## src/rtl/uart_pkg.sv

```systemverilog
// Shared UART definitions: FSM state encoding, data width and frame-length
// helper, used by the transmitter today and by the receiver later.
package uart_pkg;

  localparam int unsigned DATA_BITS = 8;

  typedef enum logic [2:0] {
    IDLE,
    START,
    DATA,
    PARITY,
    STOP
  } uart_state_e;

  // Total bits on the line for one frame: start + data + optional parity + stop.
  function automatic int unsigned frame_bits(input int unsigned stop_bits,
                                             input bit parity_en);
    return 1 + DATA_BITS + (parity_en ? 1 : 0) + stop_bits;
  endfunction

endpackage

```

## src/rtl/uart_tx_if.sv

```systemverilog
// Byte-source to UART transmitter handshake: data/enable in, line and status out.
interface uart_tx_if;

  logic [uart_pkg::DATA_BITS-1:0] in_tx_data;
  logic                           in_tx_en;
  logic                           out_serial;
  logic                           out_busy;
  logic                           out_done;

  modport master (
    output in_tx_data,
    output in_tx_en,
    input  out_serial,
    input  out_busy,
    input  out_done
  );

  modport slave (
    input  in_tx_data,
    input  in_tx_en,
    output out_serial,
    output out_busy,
    output out_done
  );

endinterface

```

## src/rtl/uart_bit_timer.sv

```systemverilog
// Bit-period timer: counts 0..cycles_per_bit-1 while enabled and pulses
// bit_tick on the last cycle of every bit period. Held at zero when disabled.
module uart_bit_timer #(
  parameter int unsigned cycles_per_bit = 3
) (
  input  logic clk,
  input  logic reset,
  input  logic enable,
  output logic bit_tick
);

  localparam int unsigned CNT_W = $clog2(cycles_per_bit);
  localparam logic [CNT_W-1:0] LAST = CNT_W'(cycles_per_bit - 1);

  logic [CNT_W-1:0] cnt;

  // Period counter: wraps on each bit boundary, never free-runs while idle.
  always_ff @(posedge clk or posedge reset) begin
    if (reset) begin
      cnt <= '0;
    end else if (!enable || cnt == LAST) begin
      cnt <= '0;
    end else begin
      cnt <= cnt + CNT_W'(1);
    end
  end

  assign bit_tick = enable && (cnt == LAST);

endmodule

```

## src/rtl/uart_tx.sv

```systemverilog
// UART transmitter: accepts a byte on the tx handshake and serialises it
// LSB-first as start, 8 data bits, optional even parity, then stop bit(s).
// Defining UART_TX_PARITY_EN inserts the even-parity bit (8E1); otherwise 8N1.
module uart_tx
  import uart_pkg::*;
#(
  parameter int unsigned cycles_per_bit = 3,
  parameter int unsigned stop_bits      = 1
) (
  input  logic     clk,
  input  logic     reset,
  uart_tx_if.slave tx
);

  uart_state_e          state, state_next;
  logic [DATA_BITS-1:0] shift, shift_next;
  logic [2:0]           bit_cnt, bit_cnt_next;
  logic                 stop_cnt, stop_cnt_next;
  logic                 stop_last;
  logic                 serial_next;
  logic                 timer_en;
  logic                 bit_tick;

  assign timer_en  = (state != IDLE);
  assign stop_last = (stop_cnt == 1'(stop_bits - 1));

  uart_bit_timer #(
    .cycles_per_bit(cycles_per_bit)
  ) u_bit_timer (
    .clk      (clk),
    .reset    (reset),
    .enable   (timer_en),
    .bit_tick (bit_tick)
  );

`ifdef UART_TX_PARITY_EN
  logic parity_q;

  // Even parity of the accepted byte, captured once at accept time.
  always_ff @(posedge clk or posedge reset) begin
    if (reset) begin
      parity_q <= 1'b0;
    end else if (state == IDLE && tx.in_tx_en) begin
      parity_q <= ^tx.in_tx_data;
    end
  end
`endif

  // State, shift register and bit/stop counters.
  always_ff @(posedge clk or posedge reset) begin
    if (reset) begin
      state    <= IDLE;
      shift    <= '0;
      bit_cnt  <= '0;
      stop_cnt <= 1'b0;
    end else begin
      state    <= state_next;
      shift    <= shift_next;
      bit_cnt  <= bit_cnt_next;
      stop_cnt <= stop_cnt_next;
    end
  end

  // Next-state: advance one frame element per bit_tick.
  always_comb begin
    state_next    = state;
    shift_next    = shift;
    bit_cnt_next  = bit_cnt;
    stop_cnt_next = stop_cnt;
    case (state)
      IDLE: begin
        if (tx.in_tx_en) begin
          state_next    = START;
          shift_next    = tx.in_tx_data;
          bit_cnt_next  = '0;
          stop_cnt_next = 1'b0;
        end
      end
      START: begin
        if (bit_tick) state_next = DATA;
      end
      DATA: begin
        if (bit_tick) begin
          shift_next   = {1'b0, shift[DATA_BITS-1:1]};
          bit_cnt_next = bit_cnt + 3'd1;
          if (bit_cnt == 3'd7) begin
`ifdef UART_TX_PARITY_EN
            state_next = PARITY;
`else
            state_next = STOP;
`endif
          end
        end
      end
`ifdef UART_TX_PARITY_EN
      PARITY: begin
        if (bit_tick) state_next = STOP;
      end
`endif
      STOP: begin
        if (bit_tick) begin
          if (stop_last) state_next = IDLE;
          else           stop_cnt_next = 1'b1;
        end
      end
      default: state_next = IDLE;
    endcase
  end

  // Line level for the upcoming cycle, taken from the next state so the
  // serial output can be registered without adding a cycle of latency.
  always_comb begin
    serial_next = 1'b1;
    case (state_next)
      START:   serial_next = 1'b0;
      DATA:    serial_next = shift_next[0];
`ifdef UART_TX_PARITY_EN
      PARITY:  serial_next = parity_q;
`endif
      default: serial_next = 1'b1;
    endcase
  end

  // Registered line and busy outputs.
  always_ff @(posedge clk or posedge reset) begin
    if (reset) begin
      tx.out_serial <= 1'b1;
      tx.out_busy   <= 1'b0;
    end else begin
      tx.out_serial <= serial_next;
      tx.out_busy   <= (state_next != IDLE);
    end
  end

  // Done marks the final cycle of the last stop bit; decoded from flops only.
  assign tx.out_done = (state == STOP) && stop_last && bit_tick;

endmodule

```

## src/flat_wrapper.sv

```systemverilog
// flat-port wrapper written by rule: the top's interface ports become plain ports
module uart_tx_flat import uart_pkg::*;
#(
  parameter int unsigned cycles_per_bit = 3,
  parameter int unsigned stop_bits      = 1
)
  (clk, reset, tx_in_tx_data, tx_in_tx_en, tx_out_serial, tx_out_busy, tx_out_done);
  uart_tx_if tx_i ();
  input  logic clk;
  input  logic reset;
  input wire logic [$bits(tx_i.in_tx_data)-1:0] tx_in_tx_data;
  input wire logic [$bits(tx_i.in_tx_en)-1:0] tx_in_tx_en;
  output wire logic [$bits(tx_i.out_serial)-1:0] tx_out_serial;
  output wire logic [$bits(tx_i.out_busy)-1:0] tx_out_busy;
  output wire logic [$bits(tx_i.out_done)-1:0] tx_out_done;
  assign tx_i.in_tx_data = tx_in_tx_data;
  assign tx_i.in_tx_en = tx_in_tx_en;
  assign tx_out_serial = tx_i.out_serial;
  assign tx_out_busy = tx_i.out_busy;
  assign tx_out_done = tx_i.out_done;
  uart_tx #(.cycles_per_bit(cycles_per_bit), .stop_bits(stop_bits)) u_core (.clk(clk), .reset(reset), .tx(tx_i));
endmodule
```

## config.mk

```make
export PLATFORM = sky130hd
export DESIGN_NAME = uart_tx_flat
export DESIGN_NICKNAME = d
export VERILOG_FILES = /design/src/rtl/uart_pkg.sv /design/src/rtl/uart_tx_if.sv /design/src/rtl/uart_bit_timer.sv /design/src/rtl/uart_tx.sv /design/src/flat_wrapper.sv
export SDC_FILE = /design/constraint.sdc
export NUM_CORES = 1
export LEC_CHECK = 0
export BUFFER_PORTS_ARGS = -buffer_cell sky130_fd_sc_hd__buf_4
export CAP_MARGIN = 20
export CORE_MARGIN = 1.5
export CORE_UTILIZATION = 58
export CTS_CLUSTER_DIAMETER = 100
export DETAILED_ROUTE_END_ITERATION = 10
export PLACE_DENSITY = 0.86
export SLEW_MARGIN = 20
export SYNTH_ARGS = -nofsm -noshare
export SYNTH_HDL_FRONTEND = slang
export SYNTH_SLANG_ARGS = --single-unit
```

## constraint.sdc

```tcl
create_clock -name clk -period 2.76 [get_ports clk]
set_input_delay 0.414 -clock clk [delete_from_list [all_inputs] [get_ports clk]]
set_output_delay 0.414 -clock clk [all_outputs]
set_load 0.05 [all_outputs]
```

==> impl_metrics.csv <==
group,metric,value,unit
placed_design,io_buffer_count,13,
routing,drtIter0Drc,8,
routing,wl_per_cell,14.2,µm
floorplan,rows,14,
power_and_ir_drop,power.internal,0.000592,W
floorplan,coreArea,1490,µm²
hold_path,hold_path_class,"in2async",
sta,worst_pin_slew,0.665,ns
worst_setup_path,crit_type,"reg2out",
routing,met3_length,54,µm
clock_network,cts_sinks,18,
power_and_ir_drop,swShare,36.2,%
global_routing,grt_pass1_vias,568,
power_and_ir_drop,power.density,923,nW/µm²
sta,hold_viol,0,
routing,drc_errors,0,
worst_setup_path,worstPathArrival,1.54,ns
power_and_ir_drop,clkPwrFrac,17.5,%
final_layout,antenna_cells_inserted,0,
power_and_ir_drop,ir_drop,432,µV
floorplan,ios,14,
floorplan,die_area,1810,µm²
clock_network,ctsRootBufferMaster,"clkbuf_4",
clock_network,cts_setup_buffers,0,
final_layout,nFillCells,110,
power_and_ir_drop,leakage,0.478,nW
flow_run,max-cap-violations,0,
routing,wirelength,1.47,mm
routing,first_pass_iters,4,
power_and_ir_drop,seq_power_share,47.7,%
synthesis,synthCells,77,
sta,hold_ws,0.211,ns
sta,rsz0062_at_grt,"false",
sta,slew_headroom,55.6,%
placed_design,gp_congestion,0.729,
power_and_ir_drop,p_comb_share,34.9,%
clock_network,clockBufferDepth,2,
sta,slew_violations,0,
global_routing,antenna_found_initial,0,
power_and_ir_drop,p_sw,0.000336,W
final_layout,drive_above_1_share,35.6,%
sta,skew,0.00149,ns
sta,final-setup-viol-count,0,
routing,vias,600,
clock_network,cts_resized,0,
worst_setup_path,cp-start-kind,"flop",
synthesis,yosys.area.top_type,"dfrtp_1",
power_and_ir_drop,power,0.000928,W
global_routing,grt_pass1_wl,2.51,mm
synthesis,seq_area_frac_synth,49.9,%
synthesis,synth-seq-cells,18,
global_routing,overflow,0,
final_layout,nNetsFinal,102,
final_layout,final_common_cell,"dfrtp_1",
floorplan,die-height,42.5,µm
synthesis,synth_edf_count,0,
clock_network,insertion_delay,0.29,ns
global_routing,track_usage,18.6,%
worst_setup_path,cp.required,2.35,ns
placed_design,dp_hpwl,990,µm
clock_network,cts_max_level,1,
synthesis,synthFlopType,"dfrtp_1",
sta,period_minus_slack,1.96,ns
worst_setup_path,cp-startpoint,"u_core.u_bit_timer.cnt[0]",
final_layout,syn2layout_area_growth,11.2,%
routing,dr_wl_met2,638,µm
synthesis,avgSynthCellArea,11.7,µm²
worst_setup_path,rr_startpoint,"u_core.u_bit_timer.cnt[0]",
worst_setup_path,cp-end-kind,"primary output",
final_layout,postLayoutCoreUtil,67.6,%
worst_setup_path,worstPathMaxFanout,10,
floorplan,die_w,42.5,µm
global_routing,grt_max_degree,19,
routing,top_layer,"met4",
routing,met1_length,762,µm
clock_network,cts_tree,"built",
sta,tns,0,ns
final_layout,final_cell_mix,"dfrtp_1 (17), buf_4 (13), nand2_1 (8), a22oi_1 (6), nand3_1 (6)",
synthesis,synth_area,905,µm²
synthesis,synth-async-reset-ratio,100,%
sta,min_period_over_period,70.9,%
clock_network,clk_pin_slew,0.10,ns
routing,viasPerCell,5.83,
sta,clock.fmax,511,MHz
routing,drt.antenna.violating_nets,0,
synthesis,syn_nets,91,
synthesis,synth.area.top_cells,"dfrtp_1 (47%), a22oi_1 (5.0%), ha_1 (4.1%), buf_6 (3.7%), a22o_2 (3.3%)",
clock_network,cts_inserted_buffers,3,
synthesis,yosys_warnings,0,
floorplan,start_util,60.8,%
synthesis,synth_cell_types,32,
clock_network,cts_hold_buf,0,
synthesis,synth.top_cell.area_share,47.0,%
outcome,status,"complete, no violations",
worst max-delay path: stages, from the launching register on:
cell and delay (ns):
dfrtp_1 0.39, inv_1 0.06, ha_1 0.35, nand2_1 0.09, nor3_1 0.14, buf_4 0.22
registers in the layout, summed over array words and instances (netlist names):
signal	flops
u_core.u_bit_timer.cnt	2
u_core.tx.out_busy	1
u_core.tx.out_serial	1
u_core.bit_cnt	3
u_core.state	3
u_core.shift	8
cell type report:
type / instances / area, µm² / share of cell area [%]
multi-input cells: 49 / 389 / 38.7
clock buffers: 4 / 36.3 / 3.61
inverters: 3 / 11.3 / 1.12
flip-flops and latches: 18 / 452 / 44.9
well taps: 16 / 20.0 / 1.99
repair buffers: 13 / 97.6 / 9.70
cells in the mapped netlist, drive strengths merged, types with 2 or more instances:
cell    count
dfrtp      17
nand2       8
a22oi       7
nand3       7
buf         5
nor3        4
a22o        3
ha          3
inv         3
clkbuf      2
nor2        2
power by group through the flow:
stage               logic, W  registers [W]  clock network, W
finish              0.000324       0.000442          0.000162
global route        0.000358       0.000456          0.000178
CTS                 0.000328       0.000442          0.000167
detailed placement  0.000324       0.000447                 0
global placement    0.000315       0.000443                 0
floorplan           0.000257       0.000459                 0
stage by stage:
step | instance area, µm² | instances | setup WS (ns)
floorplan | 905 | 77 | 0.540
global placement | 970 | 99 | 1.13
detailed placement | 970 | 99 | 1.05
CTS | 1010 | 103 | 0.806
global route | 1010 | 103 | 0.689
finish | 1010 | 103 | 0.802
layer usage:
metal	vias to the layer above	global-route usage (%)
met4	0	5.63
met2	11	26.8
met3	2	5.17
met5	-	0
met1	286	27.3
li1	301	-
final timing paths:
| kind | end | slack [ns] | cells past startpoint |
|---|---|---|---|
| hold / removal | u_core.shift[4] | 0.21 | 2 |
| min in group clk | u_core.shift[1] | 0.34 | 3 |
| hold reg to reg | u_core.u_bit_timer.cnt[0] | 0.44 | 1 |
| setup / recovery | tx_out_done | 0.80 | 5 |
| max in group asynchronous | u_core.tx.out_busy | 2.13 | 2 |
| setup reg to reg | u_core.bit_cnt[0] | 1.04 | 5 |
logic make-up (layout without fill, tap and decap cells):
group | after synthesis | count (layout) | synth area share, %
AOI/OAI and AO/OA | 16 | 16 | 16.3
adders and majority gates | 3 | 3 | 4.15
buffers and inverters | 10 | 20 | 7.05
DFF | 18 | 18 | 49.9
muxes | 1 | 1 | 1.66
and+or+nand+nor | 29 | 29 | 20.9
Power figures use the tool's default switching activity.
